### config.mk
export PLATFORM = sky130hd
export DESIGN_NAME = data_ram_burst
export DESIGN_NICKNAME = d
export VERILOG_FILES = /design/src/rtl/data_ram_burst.sv
export SDC_FILE = /design/constraint.sdc
export NUM_CORES = 1
export LEC_CHECK = 0
export CORE_UTILIZATION = 40
export DETAILED_ROUTE_END_ITERATION = 10
export GPL_TIMING_DRIVEN = 0
export PLACE_DENSITY = 0.52
export SLEW_MARGIN = 25
export SYNTH_ARGS = -nofsm -noshare
export SYNTH_HDL_FRONTEND = slang
export SYNTH_SLANG_ARGS = --single-unit
### constraint.sdc
create_clock -name clk -period 15.15 [get_ports clk]
set_input_delay 3.03 -clock clk [delete_from_list [all_inputs] [get_ports clk]]
set_output_delay 3.03 -clock clk [all_outputs]
set_load 0.05 [all_outputs]
### src/rtl/data_ram_burst.sv
// Burst RAM with fixed access latency and critical-word-first wrapping bursts.
// Optional byte-lane write strobes when DATA_RAM_WSTRB_EN is defined.
module data_ram_burst #(
    parameter int DATA_WIDTH = 32,
    parameter int ADDR_WIDTH = 5,
    parameter int CLK_DELAY  = 8,
    parameter int BURST_LEN  = 4
) (
    input  logic                    clk,
    input  logic                    rst,
    input  logic                    cs,
    input  logic                    we,
    input  logic [31:0]             addr,
    input  logic [DATA_WIDTH-1:0]   din,
`ifdef DATA_RAM_WSTRB_EN
    input  logic [DATA_WIDTH/8-1:0] wstrb,
`endif
    output logic [DATA_WIDTH-1:0]   dout,
    output logic                    ack,
    output logic                    last,
    output logic                    stall
);

    localparam int DEPTH = 1 << ADDR_WIDTH;
    localparam logic [ADDR_WIDTH-1:0] LMASK = ADDR_WIDTH'(BURST_LEN - 1);

    typedef enum logic [1:0] {S_IDLE, S_WAIT, S_BURST, S_DONE} state_t;
    typedef logic [DATA_WIDTH-1:0] mem_t [DEPTH];

    function automatic mem_t mem_init();
        mem_t m;
        for (int unsigned i = 0; i < DEPTH; i++) m[i] = DATA_WIDTH'(i);
        return m;
    endfunction

    // Contents survive reset; only the power-up image is index-valued.
    mem_t mem = mem_init();

    state_t                  state_q, state_d;
    logic [3:0]              cnt_q, cnt_d;
    logic [ADDR_WIDTH-1:0]   beat_q, beat_d;
    logic [ADDR_WIDTH-1:0]   abuf_q, abuf_d;
    logic                    wbuf_q, wbuf_d;
    logic [DATA_WIDTH-1:0]   dout_q, dout_d;
    logic                    ack_q, ack_d;
    logic                    last_q, last_d;

    logic                    do_beat;
    logic                    mem_we;
    logic [ADDR_WIDTH-1:0]   cur_beat;
    logic [ADDR_WIDTH-1:0]   idx;
    logic                    unused_addr_hi;

    assign unused_addr_hi = ^addr[31:ADDR_WIDTH];

    // Line base from the buffered address, offset wraps inside the line.
    assign idx = (abuf_q & ~LMASK) | ((abuf_q + cur_beat) & LMASK);

    always_comb begin
        state_d  = state_q;
        cnt_d    = cnt_q;
        beat_d   = beat_q;
        abuf_d   = abuf_q;
        wbuf_d   = wbuf_q;
        dout_d   = '0;
        ack_d    = 1'b0;
        last_d   = 1'b0;
        do_beat  = 1'b0;
        cur_beat = beat_q;

        if (!cs) begin
            state_d = S_IDLE;
            cnt_d   = '0;
        end else begin
            unique case (state_q)
                S_IDLE: begin
                    abuf_d  = addr[ADDR_WIDTH-1:0];
                    wbuf_d  = we;
                    cnt_d   = '0;
                    state_d = S_WAIT;
                end
                S_WAIT: begin
                    if (addr[ADDR_WIDTH-1:0] != abuf_q || we != wbuf_q) begin
                        abuf_d = addr[ADDR_WIDTH-1:0];
                        wbuf_d = we;
                        cnt_d  = '0;
                    end else if (cnt_q == 4'(CLK_DELAY - 2)) begin
                        do_beat  = 1'b1;
                        cur_beat = '0;
                        beat_d   = ADDR_WIDTH'(1);
                        if (BURST_LEN == 1) begin
                            last_d  = 1'b1;
                            state_d = S_DONE;
                        end else begin
                            state_d = S_BURST;
                        end
                    end else begin
                        cnt_d = cnt_q + 4'd1;
                    end
                end
                S_BURST: begin
                    do_beat = 1'b1;
                    beat_d  = beat_q + ADDR_WIDTH'(1);
                    if (beat_q == LMASK) begin
                        last_d  = 1'b1;
                        state_d = S_DONE;
                    end
                end
                S_DONE: ;
                default: state_d = S_IDLE;
            endcase
        end

        mem_we = do_beat & wbuf_q;
        if (do_beat) begin
            ack_d = 1'b1;
            if (!wbuf_q) dout_d = mem[idx];
        end
    end

    always_ff @(posedge clk) begin
        if (!rst) begin
            state_q <= S_IDLE;
            cnt_q   <= '0;
            beat_q  <= '0;
            abuf_q  <= '0;
            wbuf_q  <= 1'b0;
            dout_q  <= '0;
            ack_q   <= 1'b0;
            last_q  <= 1'b0;
        end else begin
            state_q <= state_d;
            cnt_q   <= cnt_d;
            beat_q  <= beat_d;
            abuf_q  <= abuf_d;
            wbuf_q  <= wbuf_d;
            dout_q  <= dout_d;
            ack_q   <= ack_d;
            last_q  <= last_d;
        end
    end

    always_ff @(posedge clk) begin
        if (rst && mem_we) begin
`ifdef DATA_RAM_WSTRB_EN
            for (int unsigned b = 0; b < DATA_WIDTH / 8; b++) begin
                if (wstrb[b]) mem[idx][b*8 +: 8] <= din[b*8 +: 8];
            end
`else
            mem[idx] <= din;
`endif
        end
    end

    assign dout  = dout_q;
    assign ack   = ack_q;
    assign last  = last_q;
    assign stall = cs & ~ack_q & (state_q != S_DONE);

endmodule
==> metrics.md <==
| Metric | Value |
|---|---|
| Status | finished clean |
| Met3 wire len | 19,090 um |
| Highest fanout seen on the critical path | 12 |
| HP Class | reg -> reg |
| Clk sinks | 1,075 |
| Worst slew pin tran | 1203 ps |
| Period Utilization, post-route | 59.14% |
| Slew margin rel. | 19.80% |
| Synth Flop Type | edfxtp_1 |
| Met2 routed WL | 74,380 um |
| CTS tree | done |
| Mapped Nets | 3,107 |
| Hold WS | 512.3 ps |
| Avg Vias per Cell | 6.175 |
| DR vias | 29,460 |
| Clock skew | 25.72 ps |
| Number of synthesized flops with an enable pin | 1,024 |
| Sequential-to-total area share from yosys stat | 75.05% |
| PortBufs | 75 |
| Synth cell types | 56 |
| Clk pin slew, worst setup/hold paths | 60 ps |
| Drt drc | 0 |
| Synth Cell Area | 0.04233 mm^2 |
| Worst Setup Start Kind | input pin |
| # fillers | 8,971 |
| Max Slew Vio Count | 0 |
| Tmin final | 8960 ps |
| Total Wirelength | 164,700 um |
| RSZ-0062 raised after global routing | no |
| Die Footprint | 0.1071 mm^2 |
| Hold depth | 2 |
| Finish-stage setup viols | 0 |
| Power Density | 130.5 mW/mm^2 |
| Tot GR Track Use | 30.44% |
| Xor-xnor portion of the synthesized cell area | 0.3044% |
| Adder-cell share of the synthesized area | 0.2956% |
| H-tree depth | 3 |
| Post-CTS Resized | 0 |
| Die width | 327.3 um |
| Compound-gate portion of the synthesized area | 6.553% |
| Crit path kind | in -> reg |
| Vias in the first global route | 28,310 |
| Num rows | 118 |
| Initial antenna violation count | 6 |
| Worst VDD drop | 100.7 uV |
| Async S/R FF share, synth | 0% |
| Main combinational cell family by area after synthesis | simple AND/OR/NAND/NOR gates |
| Final #Nets | 3,369 |
| Clock buffer count from CTS | 112 |
| Crit path largest cell delay | 820 ps |
| Die H | 327.3 um |
| P&R area growth vs syn | 19.37% |
| ANT nets after route | 0 |
| Fin Setup TNS | 0 ps |
| Post-Synth Simple-Gate Area | 12.27% |
| Maximum clock frequency | 0.1116 GHz |
| Leak pwr | 16.36 nW |
| Core Area | 0.1042 mm^2 |
| Initial Util | 40.61% |
| Largest net degree at the start of global routing | 33 |
| Highest routed layer | met5 |
| Fraction of synthesized area in multiplexers | 3.056% |
| CP cell instances | clkdlybuf4s50_1, xnor2_1, nand4_1, clkbuf_1, or2_2, and2_1, ha_1, xnor2_2, xnor2_1, buf_2, buf_2, buf_1, nand2_1, nor2_4, buf_16, buf_16 |
| Wire length on met1 | 62,820 um |
| Critical Path AT | 9360 ps |
| RePlAce Congestion | 0.8952 |
| Reg2Reg Setup Slack | 8410 ps |
| GRT Residual Overflow | 0 |
| Max clock buf depth | 3 |
| Slowest cell on the critical path | nor2_4 |
| CP Data Required Time | 15,550 ps |
| First-pass GRT wire length | 224,600 um |
| DR iter-0 viols | 4,222 |
| Cells after Synth | 3,029 |
| Worst skew pair latency | 710 ps |
| Warnings from Yosys | 0 |
| Setup crit end kind | flop |
| Share of cells above drive strength 1 | 13.25% |
| Synthesized area per cell | 13.98 um^2 |
| Post-CTS Setup Inserts | 0 |
| Maximum capacitance violations | 0 |
| Final hold vios | 0 |
| Hold buffer count at CTS | 0 |
| Pre-antenna DRT Iters | 6 |
| #FFs+latches synth | 1,075 |
| I/O pins | 103 |
| R2R depth | 16 |
| Hpwl dp | 109,500 um |
| Wire per inst | 34.51 um |
| Clk root buf | clkbuf_16 |
-- cell type report --
class / instances / area [um^2] / share of cell area (%)
clock inverter: 60 / 623.1 / 1.233
clock buffer: 151 / 3110 / 6.156
multi-input combinational: 1712 / 9767 / 19.33
buffer: 197 / 912.1 / 1.805
tap: 1380 / 1727 / 3.417
inverter: 45 / 168.9 / 0.3343
sequential: 1075 / 31770 / 62.87
antenna: 3 / 7.507 / 0.01486
timing repair buffer: 148 / 2444 / 4.836
-- layout by cell type (no fill, tap or decap), types with 7 or more instances in the layout --
cell                n
inv_1              45
a211oi_1           23
a32oi_1            45
nand4_1            81
nand3_1           253
clkinv_1           18
buf_4               7
dfxtp_1            51
clkbuf_8           14
o221ai_1           36
xnor2_1             7
nor2_1             95
buf_1               7
edfxtp_1         1024
nand2b_1            7
nor2b_1            11
clkbuf_1          113
clkinv_2           19
ha_1               10
o22a_1             16
bufinv_16          11
buf_12             11
mux2i_1            93
buf_16             57
nor3_1             34
clkbuf_16         113
buf_2              93
clkbuf_2           29
o21ai_0            32
clkdlybuf4s50_1    43
nor4_1             10
nand2_1           653
a31oi_1            56
o2111ai_1          12
a41oi_1            24
o211ai_1           93
nor2_4             32
mux2_2             28
-- power by group --
| part | switching [mW] | leakage (nW) | internal (mW) | total [mW] |
|---|---|---|---|---|
| sequential | 0.00228 | 9.61 | 3.25 | 3.25 |
| clock | 1.18 | 1.83 | 1.63 | 2.80 |
| combinational | 0.427 | 4.91 | 0.109 | 0.536 |
-- per-stage QoR --
| step | util (%) | area (um^2) | power, mW | instances | worst slack [ps] |
|---|---|---|---|---|---|
| floorplan | - | 42330 | 3.546 | 3029 | 7701 |
| global placement | 42.99 | 44810 | 3.825 | 4484 | 2662 |
| detailed placement | 44.94 | 46850 | 3.836 | 4556 | 5612 |
| CTS | 48.52 | 50580 | 6.593 | 4767 | 6314 |
| global route | 48.47 | 50520 | 6.730 | 4768 | 6002 |
| finish | 48.48 | 50530 | 6.595 | 4771 | 6190 |
-- sequential cells by signal (all words and copies together) (netlist names) --
register	count
abuf_q	5
ack	1
beat_q	5
cnt_q	4
dout	32
last	1
mem	1024
state_q	2
wbuf_q	1
-- worst max-delay path, delay by kind of cell --
kind | cells | cell delay (ps)
buffers and inverters | 7 | 2710
and+or+nand+nor | 5 | 2340
adders and majority gates | 1 | 220
xor gates and xnor gates | 3 | 1000
-- cell usage after synthesis (23+ instances only) --
cell	n	area, um^2
a211oi_1	23	172.7
clkbuf_1	118	442.9
mux2_2	28	315.3
nor2_1	128	480.5
o221ai_1	36	315.3
a32oi_1	45	394.1
mux2i_1	95	950.9
o211ai_1	93	698.2
dfxtp_1	51	1021
edfxtp_1	1024	30750
a31oi_1	56	350.3
nor3_1	34	170.2
o21ai_0	32	160.2
nand3_1	253	1266
buf_2	61	305.3
inv_1	45	168.9
nand2_1	653	2451
a41oi_1	24	210.2
nand4_1	81	506.7
-- kinds of logic after synthesis --
group           Yosys count
buf+inv                 242
compound gates          368
simple gates           1196
mux                     125
flops                  1075
fa+ha+maj                10
xor+xnor                 13
-- per-layer routing --
metal | vias up | global-route usage (%)
li1 | 12030 | -
met1 | 15070 | 40.29
met2 | 1982 | 47.09
met3 | 374 | 7.660
met4 | 6 | 14.30
met5 | - | 0
-- path summary, 6_finish.rpt --
kind | startpoint | to
hold / removal | cnt_q[3] | cnt_q[3]
setup reg to reg | abuf_q[4] | mem[21][22]
hold reg to reg | cnt_q[3] | cnt_q[3]
setup / recovery | we | mem[21][22]
(Power assumes the default switching activity.)
